File: config.mk
export PLATFORM = sky130hd
export DESIGN_NAME = trigger_layer_2
export DESIGN_NICKNAME = d
export VERILOG_FILES = /design/src/rtl/trig_l2_pkg.sv /design/src/rtl/trigger_layer_2_relu_requant.sv /design/src/rtl/trigger_layer_2.sv
export SDC_FILE = /design/constraint.sdc
export NUM_CORES = 1
export LEC_CHECK = 0
export CORE_ASPECT_RATIO = 2
export CORE_MARGIN = 1
export CORE_UTILIZATION = 30
export DETAILED_ROUTE_END_ITERATION = 16
export GPL_ROUTABILITY_DRIVEN = 1
export PLACE_DENSITY = 0.49
export SLEW_MARGIN = 20
export SYNTH_ARGS = -nofsm -noshare
export SYNTH_HDL_FRONTEND = slang
export SYNTH_SLANG_ARGS = --single-unit
File: constraint.sdc
create_clock -name clk -period 7.2 [get_ports clk]
set_input_delay 2.16 -clock clk [delete_from_list [all_inputs] [get_ports clk]]
set_output_delay 2.16 -clock clk [all_outputs]
set_load 0.05 [all_outputs]
File: src/rtl/trig_l2_pkg.sv
// rtl/trig_l2_pkg.sv - shared widths, FSM states and activation limit for trigger_layer_2
//
// Purpose: common definitions imported by trigger_layer_2 and relu_requant.
// Ports: none (package).

package trig_l2_pkg;

  localparam int ACT_W = 8;   // requantized activation width
  localparam int NIN_W = 16;  // hidden-layer neuron result width
  localparam int ACC_W = 20;  // accumulator / score width

  // Activations saturate here so they always fit a positive signed byte.
  localparam logic [NIN_W-1:0] ACT_SAT = 16'd127;

  typedef enum logic [2:0] {
    ST_IDLE,
    ST_MAC1,
    ST_MAC2,
    ST_MAC3,
    ST_OUT
  } state_t;

endpackage

File: src/rtl/trigger_layer_2_relu_requant.sv
// rtl/trigger_layer_2_relu_requant.sv - ReLU, arithmetic shift and saturation for one neuron
//
// Purpose: a = min(max(n, 0) >>> SHIFT, 127), purely combinational.
// Ports:
//   n  in  16 signed : hidden-layer neuron result
//   a  out  8 signed : activation, always in 0..127

module relu_requant
  import trig_l2_pkg::*;
#(
  parameter int SHIFT = 4
) (
  input  logic signed [NIN_W-1:0] n,
  output logic signed [ACT_W-1:0] a
);

  logic [NIN_W-1:0] shifted;

  // Negative inputs clamp to zero before the shift, so the shifted value is
  // always non-negative and can be compared as unsigned.
  assign shifted = n[NIN_W-1] ? '0 : $unsigned(n >>> SHIFT);

  assign a = (shifted > ACT_SAT) ? ACT_SAT[ACT_W-1:0] : shifted[ACT_W-1:0];

endmodule

File: src/rtl/trigger_layer_2.sv
// rtl/trigger_layer_2.sv - L1 trigger output layer: ReLU/requant, 3-cycle shared MAC, threshold
//
// Purpose: accept three hidden-layer results, compute
//   score = BIAS + a1*W1 + a2*W2 + a3*W3 with one multiplier over three
//   cycles, and flag trigger when score > THRESHOLD.
// Optional feature: define TRIG_L2_HIT_COUNT_EN to enable the saturating
//   hit counter; otherwise hit_count is tied to zero.
// Ports:
//   clk        in  1         : clock, rising edge
//   rst        in  1         : asynchronous active-low reset
//   in_valid   in  1         : n*_in valid
//   in_ready   out 1         : block idle and can accept
//   n1_in..n3_in in 16 signed: hidden-layer neuron results
//   out_valid  out 1         : score/trigger valid
//   out_ready  in  1         : consumer takes the result
//   score      out 20 signed : accumulated sum
//   trigger    out 1         : score > THRESHOLD
//   hit_count  out 16        : saturating count of accepted triggers

module trigger_layer_2
  import trig_l2_pkg::*;
#(
  parameter int                      SHIFT     = 4,
  parameter logic signed [ACT_W-1:0] W1        = 8'sd40,
  parameter logic signed [ACT_W-1:0] W2        = -8'sd25,
  parameter logic signed [ACT_W-1:0] W3        = 8'sd30,
  parameter logic signed [ACT_W-1:0] BIAS      = -8'sd10,
  parameter logic signed [ACC_W-1:0] THRESHOLD = 20'sd500
) (
  input  logic                    clk,
  input  logic                    rst,
  input  logic                    in_valid,
  output logic                    in_ready,
  input  logic signed [NIN_W-1:0] n1_in,
  input  logic signed [NIN_W-1:0] n2_in,
  input  logic signed [NIN_W-1:0] n3_in,
  output logic                    out_valid,
  input  logic                    out_ready,
  output logic signed [ACC_W-1:0] score,
  output logic                    trigger,
  output logic [15:0]             hit_count
);

  state_t state_q, state_d;

  logic signed [ACT_W-1:0] act1, act2, act3;
  logic signed [ACT_W-1:0] a1_q, a2_q, a3_q;
  logic signed [ACC_W-1:0] acc_q;

  logic signed [ACT_W-1:0] a_sel, w_sel;
  logic [2*ACT_W-1:0]      prod_raw;
  logic signed [ACC_W-1:0] prod_ext;
  logic signed [ACC_W-1:0] acc_sum;
  logic signed [ACC_W-1:0] bias_ext;

  relu_requant #(.SHIFT(SHIFT)) u_rq1 (.n(n1_in), .a(act1));
  relu_requant #(.SHIFT(SHIFT)) u_rq2 (.n(n2_in), .a(act2));
  relu_requant #(.SHIFT(SHIFT)) u_rq3 (.n(n3_in), .a(act3));

  // Reset forces in_ready low even though the state register already sits in IDLE.
  assign in_ready  = rst && (state_q == ST_IDLE);
  assign out_valid = (state_q == ST_OUT);

  // FSM state register
  always_ff @(posedge clk or negedge rst) begin
    if (!rst) state_q <= ST_IDLE;
    else      state_q <= state_d;
  end

  // FSM next-state
  always_comb begin
    state_d = state_q;
    case (state_q)
      ST_IDLE: if (in_valid) state_d = ST_MAC1;
      ST_MAC1: state_d = ST_MAC2;
      ST_MAC2: state_d = ST_MAC3;
      ST_MAC3: state_d = ST_OUT;
      ST_OUT:  if (out_ready) state_d = ST_IDLE;
      default: state_d = ST_IDLE;
    endcase
  end

  // Operand select for the single shared multiplier.
  always_comb begin
    a_sel = a1_q;
    w_sel = W1;
    case (state_q)
      ST_MAC2: begin a_sel = a2_q; w_sel = W2; end
      ST_MAC3: begin a_sel = a3_q; w_sel = W3; end
      default: ;
    endcase
  end

  // Operands are sign-extended to 16 bits so the low 16 bits of the
  // unsigned product equal the signed 8x8 product.
  assign prod_raw = {{ACT_W{a_sel[ACT_W-1]}}, a_sel} * {{ACT_W{w_sel[ACT_W-1]}}, w_sel};
  assign prod_ext = {{(ACC_W-2*ACT_W){prod_raw[2*ACT_W-1]}}, prod_raw};
  assign acc_sum  = acc_q + prod_ext;
  assign bias_ext = {{(ACC_W-ACT_W){BIAS[ACT_W-1]}}, BIAS};

  // Datapath registers
  always_ff @(posedge clk or negedge rst) begin
    if (!rst) begin
      a1_q    <= '0;
      a2_q    <= '0;
      a3_q    <= '0;
      acc_q   <= '0;
      score   <= '0;
      trigger <= 1'b0;
    end else begin
      case (state_q)
        ST_IDLE: begin
          if (in_valid) begin
            a1_q  <= act1;
            a2_q  <= act2;
            a3_q  <= act3;
            acc_q <= bias_ext;
          end
        end
        ST_MAC1, ST_MAC2: acc_q <= acc_sum;
        ST_MAC3: begin
          acc_q   <= acc_sum;
          score   <= acc_sum;
          trigger <= (acc_sum > THRESHOLD);
        end
        default: ;
      endcase
    end
  end

`ifdef TRIG_L2_HIT_COUNT_EN
  logic [15:0] hit_q;

  always_ff @(posedge clk or negedge rst) begin
    if (!rst) begin
      hit_q <= '0;
    end else if (out_valid && out_ready && trigger && (hit_q != 16'hFFFF)) begin
      hit_q <= hit_q + 16'd1;
    end
  end

  assign hit_count = hit_q;
`else
  assign hit_count = '0;
`endif

endmodule

* After elaboration in Yosys (flattened, before gate mapping)
Cells that the tools add are included.
** Storage, ports and cells
- Bits in registers :: 68
- Latch bits :: 0
- RAM bits :: 0
- ROM bits :: 0
- Input bits :: 52
- Output and inout port bits :: 39
- Logic and storage cells :: 39
- Memories :: 0
** Cells by class
- Add/sub/neg operators :: 1
- Multipliers :: 1
- Divide/modulo/power cells :: 0
- $lt $le $gt $ge :: 4
- Equality and inequality tests :: 6
- Shift operators :: 0
- Muxes and demuxes :: 13
- Bitwise operators :: 0
- Reduce and logical (&&, ||, !) cells :: 7
** Operator list (number)
- 16-bit by 7-bit > comparator with 1-bit output (second input constant) :: 3
- 20-bit case mux with 2 select lines :: 1
- 11-bit two-way mux :: 3
- 8-bit case mux with 2 select lines :: 2
- 8-bit two-way mux :: 3
- 20-bit by 16-bit adder with 20-bit output :: 1
- 20-bit by 10-bit > comparator with 1-bit output (second input constant) :: 1
- 20-bit two-way mux :: 1
- 8-bit by 8-bit multiplier with 16-bit output :: 1
- 3-bit case mux with 5 select lines :: 1
- 3-bit by 2-bit == test with 1-bit output (second input constant) :: 2
- 3-bit two-way mux :: 2
- 2-bit AND reduction :: 3
- 3-bit by 1-bit == test with 1-bit output (second input constant) :: 1
- 3-bit == test (second input constant) :: 1
- 3-bit logical NOT :: 1
- 3-bit OR reduction :: 1
- 2-bit by 1-bit inequality test with 1-bit output (second input constant) :: 1
- 2-bit inequality test (second input constant) :: 1
- 2-bit nonzero test :: 1
- 1-bit logical AND :: 1

* Longest topological paths before layout
- Depth after elaboration :: 5
- Depth in mapped cells :: 25
- Gate-level depth less buffers :: 24

* Cells and area by module
From an unflattened synthesis, not the netlist that was laid out.
** Unflattened totals
- Cells, all modules :: 706
- Area total of the unflattened synthesis :: 6750.2 sq um
** By module, submodules not included
- trigger_layer_2 :: times used 1, cells each 655, area each 6468.7 sq um
- relu_requant :: times used 3, cells each 17, area each 93.8 sq um

* Least setup slack after synthesis
No wires, ideal clock.
- Kind :: reg2reg
- Start point :: register state_q[2]
- End point :: register trigger
- Library setup time :: 0.084 ns
- Arrival time :: 7.120 ns
- Required time :: 7.116 ns
- Path slack :: -0.004 ns
- Stages on the path, launching flop included :: 23
- Clock period less this slack :: 7.204 ns
- Cells stage by stage :: dfrtp_1 > clkbuf_1 > nand2b_1 > nor2_1 > nand2_1 > inv_1 > nor2_1 > inv_1 > o21ai_0 > fa_1 > fa_1 > inv_1 > fa_1 > fa_1 > ha_1 > ha_1 > a21oi_1 > o21ai_1 > or3_1 > o21a_1 > o311a_1 > nor3b_1 > a41oi_2
** Between the ends
- Word-level cells in the longest chain between the ends :: 5
- Elaborated cells on any way between the ends :: 7
- Classes of those cells :: add/sub: 1; mul: 1; order compare: 1; eq/ne: 2; mux: 2
** Ends and longest elaborated chain
- start, declared :: line trigger_layer_2.sv:44 : state_t state_q, state_d;
- start signal, assigned :: line trigger_layer_2.sv:67 : else state_q <= state_d;
- 3-bit by 2-bit == test with 1-bit output (on tied branches) :: line trigger_layer_2.sv:87, trigger_layer_2.sv:111
- 8-bit case mux with 2 select lines :: line trigger_layer_2.sv:87 : case (state_q)
- 8-bit by 8-bit multiplier with 16-bit output :: line trigger_layer_2.sv:96 : assign prod_raw = {{ACT_W{a_sel[ACT_W-1]}}, a_sel} * {{ACT_W{w_sel[ACT_W-1]}}, w_sel};
- 20-bit by 16-bit adder with 20-bit output :: line trigger_layer_2.sv:98 : assign acc_sum = acc_q + prod_ext;
- 20-bit by 10-bit > comparator with 1-bit output :: line trigger_layer_2.sv:124 : trigger <= (acc_sum > THRESHOLD);
- end signal, assigned :: line trigger_layer_2.sv:124
- end, declared :: line trigger_layer_2.sv:40 : output logic trigger,
Several ways; a longest one is shown, not always the timed one.
A chain may end at the register's enable or synchronous reset.

* Final worst setup path
Ends and elaborated chain as after synthesis.

==> flow_summary.ini <==
[critical_path]
r2r_cells = 25
worstPathRequired_ps = 7410
crit_cells = 25
crit_top_cell = inv_1
r2r_end = trigger$_DFFE_PN0N_
cp_num_buf_inv = 7
crit_arrival_ps = 6950
cp-start-kind = flip-flop
rr_startpoint = state_q[2]$_DFFE_PN0P_
r2r_slack_ps = 460
crit_slowest_cell = fa_1
endpoint = trigger$_DFFE_PN0N_
worstSetupStartpoint = state_q[2]$_DFFE_PN0P_
worst-path-max-fanout = 7
slowest_delay_ps = 550
worst-setup-path-type = reg2reg
crit_family = adder cells
cp-end-kind = flip-flop

[clock_network]
htree_levels = 3
clock_latency_ps = 350
ctsResizeCount = 0
cts_tree = built
post_cts_buffers = 0
cts_hold_buf = 0
cts_root_buf = clkbuf_16
numCtsBuffers = 9
clk_path_buf_depth = 2
clk_pin_slew_ps = 60
cts.sinks = 68

[die]
rows = 75
fp.dieH_um = 210
initial_core_util_pct = 30.8
core-area_um2 = 21100
ios = 91
die_area_um2 = 22300
die_w_um = 106

[timing]
tns_ps = 0
fin_crit_sh_pct = 93.6
maxSlewViolCount = 0
fin_skew_ps = 11.9
max_freq_mhz = 148
tightest_slew_ps = 789
setup_violations = 0
min_period_ps = 6740
max_slew_margin_pct = 47.4
hold_viol = 0
rsz0062_at_grt = false

[global_route]
grt_usage_pct = 17.1
grt_pass1_wl_um = 28200
antenna_found_initial = 0
grt_pass1_vias = 5351
grt_start_max_net_pins = 43
grt_remaining_overflow = 0

[logic_synthesis]
ys_types = 56
synth-edff-count = 0
ys_seq_area_share_pct = 26.2
synth-seq-cells = 68
async_flop_share_pct = 100
ys_warn_count = 0
syn_inst = 677
syn_area_per_cell_um2 = 9.60
synth_ff_type = dfrtp_1
synth_area_um2 = 6500

[route]
drt_iter0_markers = 178
vias = 4835
drc = 0
drt-pass1-iter-count = 4
wl_per_cell_um = 17.2
antenna_left = 0
avgViaCountPerCell = 4.75
wl_um = 17500

[placement]
hpwl_um = 15000
place.gp.congestion = 0.863
port_buffers = 62

[finish]
area_growth_pct = 18.7
nets = 928
fill_cells = 2171
layout-drive-gt1-share_pct = 6.42
final_cell_mix = inv_1, fa_1, nand2_1, dfrtp_1, clkdlybuf4s50_1
final_common_cell = inv_1
antenna_cells = 0

[job]
drv_cap = 0

[run_status]
status = complete, no violations

[hold_path]
hold_class = reg2reg
## final cells by class
class,instances,area [µm²],share of cell area [%]
clock buffer,10,229,2.97
clock inverter,6,48.8,0.632
timing repair buffer,79,743,9.63
inverter,114,428,5.55
multi-input combinational,471,4230,54.8
sequential,68,1700,22.1
tap,269,337,4.36
## logic make-up after synthesis
logic type,share of synthesized area [%]
AO/OA/AOI/OAI,12.2
XOR/XNOR,2.68
adder cells (fa/ha/maj),35.5
buffers and inverters,9.76
flip-flops,26.2
other,0.0577
AND/OR/NAND/NOR,13.6
## cell usage after synthesis, types with 2 or more instances
cell,n,area [µm²]
inv_1,114,428
fa_1,86,1720
nand2_1,85,319
dfrtp_1,68,1700
ha_1,47,588
nor2_1,47,176
clkbuf_1,23,86.3
o31ai_1,22,165
o21ai_0,21,105
a21oi_1,19,95.1
buf_4,16,120
a22oi_1,13,97.6
xnor2_1,12,105
and3_1,10,62.6
and2_1,9,56.3
a21o_1,6,45.0
nand2b_1,6,37.5
nor2b_1,6,37.5
xor2_1,6,52.6
nand3_1,5,25.0
nor3_1,5,25.0
o21a_1,3,22.5
or2_2,3,18.8
or4_1,3,22.5
a2111oi_0,2,17.5
a31oi_1,2,12.5
nand4_1,2,12.5
nor3b_1,2,15.0
o2111a_1,2,22.5
o211ai_1,2,15.0
o22a_1,2,17.5
o22ai_1,2,12.5
o311a_1,2,20.0
or3_1,2,12.5
## per-layer routing
metal,vias to the layer above,global-route usage (%),share of wire [%]
li1,2277,-,-
met1,2430,15.6,32
met2,92,34.3,60
met3,36,2.10,2.1
met4,0,10.9,5.9
met5,-,0,0
## per-stage QoR
stage / instance area, µm² / hold WS [ps] / worst slack [ps] / util, % / instances
global placement: 7430 / 468 / 256 / 35.2 / 1001
floorplan: 6560 / 440 / 397 / - / 692
detailed placement: 7430 / 468 / 202 / 35.2 / 1001
finish: 7720 / 480 / 461 / 36.5 / 1017
CTS: 7710 / 482 / 171 / 36.5 / 1017
global route: 7720 / 505 / 96.7 / 36.5 / 1017
## state kept, by name, summed over array words and instances (netlist names)
signal	count
a1_q	8
state_q	3
score	20
trigger	1
acc_q	20
a3_q	8
a2_q	8
## worst min-delay path by stage
stage	start	end	slack (ps)	depth (start not counted)
finish	score[4]$_DFFE_PN0N_	score[4]$_DFFE_PN0N_	480	2
floorplan	a2_q[4]$_DFFE_PN0P_	a2_q[4]$_DFFE_PN0P_	440	2
global placement	score[1]$_DFFE_PN0N_	score[1]$_DFFE_PN0N_	470	2
global route	score[6]$_DFFE_PN0N_	score[6]$_DFFE_PN0N_	500	2
CTS	score[16]$_DFFE_PN0N_	score[16]$_DFFE_PN0N_	480	2
detailed placement	score[16]$_DFFE_PN0N_	score[16]$_DFFE_PN0N_	470	2
## tightest hold or removal path: stages, from the launching register on
cell	delay, ps
dfrtp_1	340
nand2_1	50
nand2_1	60
Power is left out: the tool's default activity adds up to more than one toggle a clock period on the data nets, which glitch-free logic cannot reach.
